### src/rtl/button_debounce_if.sv
// Signal bundle between the raw button pad and the button_debounce conditioner.
// slave: the debouncer (samples button_i, drives the conditioned outputs); master: its user.
interface button_debounce_if;
  logic button_i;
  logic btn_level_o;
  logic press_o;
  logic release_o;
  logic long_press_o;

  modport slave (
    input  button_i,
    output btn_level_o,
    output press_o,
    output release_o,
    output long_press_o
  );

  modport master (
    output button_i,
    input  btn_level_o,
    input  press_o,
    input  release_o,
    input  long_press_o
  );
endinterface

### src/rtl/button_debounce.sv
// Synchronise, debounce and edge-detect an active-low mechanical button.
// Define LONG_PRESS_EN to build the long-press detector; otherwise long_press_o is tied low.
module button_debounce #(
  parameter int DEBOUNCE_CYCLES = 16,
  parameter int LONG_CYCLES     = 64
) (
  input  logic          clk,
  input  logic          reset,
  button_debounce_if.slave bus
);

  localparam int MAX_CYCLES = (DEBOUNCE_CYCLES > LONG_CYCLES) ? DEBOUNCE_CYCLES : LONG_CYCLES;
  localparam int CNT_W      = $clog2(MAX_CYCLES + 1);
  localparam logic [CNT_W-1:0] CNT_ONE = CNT_W'(1);
  localparam logic [CNT_W-1:0] DB_LAST = CNT_W'(DEBOUNCE_CYCLES - 1);

  typedef enum logic [1:0] {IDLE, PRESS_CHK, PRESSED, REL_CHK} state_t;

  state_t           state_q, state_d;
  logic [CNT_W-1:0] cnt_q, cnt_d;
  logic             sync1_q, sync2_q;
  logic             btn_s;
  logic             level_q, level_d;
  logic             press_q, press_d;
  logic             release_q, release_d;

  assign btn_s = sync2_q;

  always_ff @(posedge clk or posedge reset) begin
    if (reset) begin
      sync1_q   <= 1'b1;
      sync2_q   <= 1'b1;
      state_q   <= IDLE;
      cnt_q     <= '0;
      level_q   <= 1'b0;
      press_q   <= 1'b0;
      release_q <= 1'b0;
    end else begin
      sync1_q   <= bus.button_i;
      sync2_q   <= sync1_q;
      state_q   <= state_d;
      cnt_q     <= cnt_d;
      level_q   <= level_d;
      press_q   <= press_d;
      release_q <= release_d;
    end
  end

  always_comb begin
    state_d = state_q;
    cnt_d   = cnt_q;
    case (state_q)
      IDLE: begin
        if (!btn_s) begin
          state_d = PRESS_CHK;
          cnt_d   = CNT_ONE;
        end
      end
      PRESS_CHK: begin
        if (btn_s) begin
          state_d = IDLE;
          cnt_d   = '0;
        end else if (cnt_q == DB_LAST) begin
          state_d = PRESSED;
          cnt_d   = '0;
        end else begin
          cnt_d = cnt_q + CNT_ONE;
        end
      end
      PRESSED: begin
        if (btn_s) begin
          state_d = REL_CHK;
          cnt_d   = CNT_ONE;
        end
      end
      REL_CHK: begin
        if (!btn_s) begin
          state_d = PRESSED;
          cnt_d   = '0;
        end else if (cnt_q == DB_LAST) begin
          state_d = IDLE;
          cnt_d   = '0;
        end else begin
          cnt_d = cnt_q + CNT_ONE;
        end
      end
      default: begin
        state_d = IDLE;
        cnt_d   = '0;
      end
    endcase
  end

  // Pulses come from comparing the current state with the registered level,
  // so press/release land in the same cycle the level changes.
  always_comb begin
    level_d   = (state_q == PRESSED) || (state_q == REL_CHK);
    press_d   = (state_q == PRESSED) && !level_q;
    release_d = (state_q == IDLE) && level_q;
  end

  assign bus.btn_level_o = level_q;
  assign bus.press_o     = press_q;
  assign bus.release_o   = release_q;

`ifdef LONG_PRESS_EN
  localparam logic [CNT_W-1:0] LONG_LAST = CNT_W'(LONG_CYCLES);

  logic [CNT_W-1:0] long_cnt_q, long_cnt_d;
  logic             long_done_q, long_done_d;
  logic             long_q, long_d;

  always_ff @(posedge clk or posedge reset) begin
    if (reset) begin
      long_cnt_q  <= '0;
      long_done_q <= 1'b0;
      long_q      <= 1'b0;
    end else begin
      long_cnt_q  <= long_cnt_d;
      long_done_q <= long_done_d;
      long_q      <= long_d;
    end
  end

  // Counter only runs in PRESSED and holds through release bounces; done flag keeps it to one pulse.
  always_comb begin
    long_cnt_d  = long_cnt_q;
    long_done_d = long_done_q;
    long_d      = 1'b0;
    if (state_q == IDLE) begin
      long_cnt_d  = '0;
      long_done_d = 1'b0;
    end else if (state_q == PRESSED) begin
      if (long_cnt_q != LONG_LAST) begin
        long_cnt_d = long_cnt_q + CNT_ONE;
      end else if (!long_done_q) begin
        long_d      = 1'b1;
        long_done_d = 1'b1;
      end
    end
  end

  assign bus.long_press_o = long_q;
`else
  assign bus.long_press_o = 1'b0;
`endif

endmodule

### src/flat_wrapper.sv
// flat-port wrapper written by rule: the top's interface ports become plain ports
module button_debounce_flat 
#(
  parameter int DEBOUNCE_CYCLES = 16,
  parameter int LONG_CYCLES     = 64
)
  (clk, reset, bus_button_i, bus_btn_level_o, bus_press_o, bus_release_o, bus_long_press_o);
  button_debounce_if bus_i ();
  input  logic clk;
  input  logic reset;
  input wire logic [$bits(bus_i.button_i)-1:0] bus_button_i;
  output wire logic [$bits(bus_i.btn_level_o)-1:0] bus_btn_level_o;
  output wire logic [$bits(bus_i.press_o)-1:0] bus_press_o;
  output wire logic [$bits(bus_i.release_o)-1:0] bus_release_o;
  output wire logic [$bits(bus_i.long_press_o)-1:0] bus_long_press_o;
  assign bus_i.button_i = bus_button_i;
  assign bus_btn_level_o = bus_i.btn_level_o;
  assign bus_press_o = bus_i.press_o;
  assign bus_release_o = bus_i.release_o;
  assign bus_long_press_o = bus_i.long_press_o;
  button_debounce #(.DEBOUNCE_CYCLES(DEBOUNCE_CYCLES), .LONG_CYCLES(LONG_CYCLES)) u_core (.clk(clk), .reset(reset), .bus(bus_i));
endmodule
### config.mk
export PLATFORM = sky130hd
export DESIGN_NAME = button_debounce_flat
export DESIGN_NICKNAME = d
export VERILOG_FILES = /design/src/rtl/button_debounce_if.sv /design/src/rtl/button_debounce.sv /design/src/flat_wrapper.sv
export SDC_FILE = /design/constraint.sdc
export NUM_CORES = 1
export LEC_CHECK = 0
export CORE_ASPECT_RATIO = 0.6
export CORE_MARGIN = 2
export CORE_UTILIZATION = 30
export CTS_CLUSTER_DIAMETER = 150
export DETAILED_ROUTE_END_ITERATION = 12
export GPL_ROUTABILITY_DRIVEN = 0
export MAX_ROUTING_LAYER = met4
export SLEW_MARGIN = 20
export SYNTH_ARGS = -nofsm -noshare
export SYNTH_HDL_FRONTEND = slang
export SYNTH_SLANG_ARGS = --single-unit
### constraint.sdc
create_clock -name clk -period 2.78 [get_ports clk]
set_input_delay 0.417 -clock clk [delete_from_list [all_inputs] [get_ports clk]]
set_output_delay 0.417 -clock clk [all_outputs]
set_load 0.03 [all_outputs]
==> impl_metrics.py <==
metrics = {
    "clocking": {
        "cts_resized": 0,
        "ctsHoldBuffers": 0,
        "cts_tree": "built",
        "numClockSinks": 14,
        "cts_buffer_depth": 2,
        "cts-root-buf": "clkbuf_8",
        "worstSkewPairLatency_ns": 0.24,
        "postCtsSetupRepairBufs": 0,
        "htreeDepth": 1,
        "clk_pin_slew_worst_paths_ns": 0.05,
        "numCtsBuffers": 3,
    },
    "global_routing": {
        "grt-busiest-layer": "met2",
        "grt_pass1_wl_um": 2010,
        "grt_use_met1": 0.140,
        "overflow": 0,
        "grt_pass1_vias": 421,
        "use_met2": 0.162,
        "use_met3": 0.0577,
        "grt_max_degree": 16,
        "track_usage": 0.113,
        "antenna_found_initial": 0,
    },
    "timing": {
        "fin_crit_ns": 1.68,
        "max_freq_ghz": 0.595,
        "worst_pin_slew_ns": 0.524,
        "slew_headroom": 0.651,
        "setup_viol": 0,
        "finalHoldViolations": 0,
        "clock_skew_ns": 0.00533,
        "tns_ns": 0,
        "period_share": 0.604,
        "final-max-slew-violation-count": 0,
        "rsz0062_at_grt": "false",
    },
    "setup_path": {
        "ff2ff_path_depth": 5,
        "cp.required_ns": 2.36,
        "cp.arrival_ns": 1.26,
        "crit_chain": "clkdlybuf4s50_1",
        "r2r_start": "u_core.cnt_q[1]",
        "critical-path-max-stage-delay_ns": 0.67,
        "critPathBufInv": 1,
        "critPathCaptureType": "output pin",
        "cp_slowest_cell": "clkdlybuf4s50_1",
        "crit_type": "reg2out",
        "r2r_setup_slack_ns": 1.25,
        "worstSetupStartpointType": "register",
        "reg2reg_to": "u_core.cnt_q[3]",
        "path_delay_family": "buffers and inverters",
        "path_max_fanout": 3,
    },
    "power_and_ir_drop": {
        "p_leak_nw": 0.325,
        "p_per_area_nw_per_um2": 536,
        "power_uw": 420,
        "peakVddDrop_v": 0.000334,
    },
    "layout": {
        "antenna_cells": 0,
        "seqCellArea_um2": 353,
        "area_delta_synth_final_pct": 16.8,
        "multiInputGateArea_um2": 294,
        "nets": 68,
        "nFillCells": 220,
        "drive_above_1_share": 0.159,
    },
    "drt": {
        "ant_nets": 0,
        "drtIter0Drc": 11,
        "first_pass_iters": 4,
        "drt-total-wl_um": 1080,
        "num_vias": 422,
        "drcViolationCount": 0,
        "wl_per_cell_um": 11.7,
        "via_per_inst": 4.54,
    },
    "yosys": {
        "synth-seq-cells": 14,
        "synth_area_um2": 671,
        "syn-num-nets": 61,
        "yosys_warnings": 0,
        "synthCells": 57,
        "synthDistinctLibCells": 26,
        "syn_avg_cell_area_um2": 11.8,
        "ys_seq_area_frac": 0.526,
    },
    "min_path": {
        "hold_path_class": "reg2reg",
        "min_path_cells": 0,
        "min_to": "u_core.btn_s",
        "holdCritStartpoint": "u_core.sync1_q",
    },
    "floorplan": {
        "rows": 13,
        "pin_count": 7,
        "core_um2": 2150,
        "start_util": 0.312,
        "die_w_um": 65.0,
        "die_h_um": 40.6,
        "dieArea_um2": 2640,
    },
    "job": {
        "max_cap_viol_count": 0,
    },
    "status": {
        "outcome": "finished clean",
    },
    "placement": {
        "dpl.hpwl_um": 761,
        "io_buffers": 5,
    },
}
[cells in the mapped netlist (all sizes together)]
master,count,area share
nor3b,2,0.022
a31oi,1,0.0093
nand3,4,0.037
or2b,1,0.017
dlygate4sd1,1,0.013
o21a,1,0.011
a21oi,2,0.015
nor4,1,0.032
buf,1,0.011
nand3b,6,0.067
clkbuf,1,0.0056
xnor2,2,0.026
conb,1,0.0056
nor2,1,0.0056
inv,1,0.0056
dfrtp,12,0.45
xor2,5,0.076
o21ai,3,0.022
nand2,4,0.022
and3,1,0.0093
o31ai,3,0.041
ha,1,0.019
dfstp,2,0.078
[per-layer routing]
| layer | up-vias | part of all wire |
|---|---|---|
| met1 | 203 | 0.53 |
| met4 | 0 | 0.0074 |
| met5 | - | 0 |
| li1 | 208 | - |
| met2 | 9 | 0.40 |
| met3 | 2 | 0.059 |
[how the worst max path moves through the flow]
stage,from,end,slack [ns],cells after the start
floorplan,u_core.cnt_q[0],u_core.cnt_q[3],1.43,5
global placement,u_core.cnt_q[0],u_core.cnt_q[3],1.25,5
detailed placement,u_core.cnt_q[0],u_core.cnt_q[3],1.30,5
CTS,u_core.bus.btn_level_o,bus_btn_level_o,1.09,1
global route,u_core.bus.btn_level_o,bus_btn_level_o,1.05,1
finish,u_core.bus.btn_level_o,bus_btn_level_o,1.10,1
[flip-flops by register name, summed over array words and instances (netlist names), named ones only]
register and cells:
u_core.cnt_q 7, u_core.btn_s 1, u_core.bus.btn_level_o 1, u_core.bus.press_o 1, u_core.bus.release_o 1, u_core.state_q 1
u_core.sync1_q 1
[report_power, final]
group / total (mW) / internal, mW / switching (mW)
Clock: 0.167 / 0.101 / 0.0663
Combinational: 0.0292 / 0.0127 / 0.0165
Sequential: 0.223 / 0.212 / 0.0105
Total: 0.420 / 0.326 / 0.0933
[metrics by stage]
stage / hold slack [ns] / util / cells / worst slack (ns) / area, um^2
global route: 0.359 / 0.365 / 93 / 1.05 / 783
finish: 0.355 / 0.365 / 93 / 1.10 / 783
floorplan: 0.305 / - / 57 / 1.43 / 671
detailed placement: 0.350 / 0.344 / 89 / 1.30 / 738
global placement: 0.348 / 0.344 / 89 / 1.25 / 738
CTS: 0.358 / 0.365 / 93 / 1.09 / 783
[layout by cell type, fill, tap and decap left out]
| cell type | instances |
|---|---|
| xor2_1 | 4 |
| o21ai_0 | 3 |
| xnor2_1 | 2 |
| nor3b_1 | 2 |
| nor4_4 | 1 |
| clkdlybuf4s50_1 | 5 |
| o31ai_1 | 2 |
| a21oi_1 | 2 |
| a31oi_1 | 1 |
| dfrtp_1 | 12 |
| or2b_4 | 1 |
| nand3_2 | 1 |
| xor2_2 | 1 |
| clkbuf_8 | 3 |
| and3_1 | 1 |
| nor2_1 | 1 |
| dfstp_2 | 2 |
| nand2_1 | 4 |
| conb_1 | 1 |
| nand3_1 | 3 |
| ha_1 | 1 |
| nand3b_1 | 6 |
| inv_1 | 1 |
| o21a_1 | 1 |
| o31ai_2 | 1 |
| clkbuf_1 | 1 |
[cell families (layout without fill, tap and decap cells)]
logic type	Yosys count	after routing	synth area share
AOI/OAI and AO/OA	10	10	0.0989
buffers and inverters	4	10	0.0354
DFF	14	14	0.526
other	1	1	0.00559
xor gates and xnor gates	7	7	0.103
adders and majority gates	1	1	0.0187
and+or+nand+nor	20	20	0.213
[cell type report]
cell class	instances	share of cell area
Multi-Input combinational cell	39	0.375
Clock buffer	4	0.0575
Sequential cell	14	0.450
Tap cell	30	0.0479
Inverter	1	0.00479
Timing Repair Buffer	5	0.0639
Note: power is estimated with default switching activity, not from simulation.
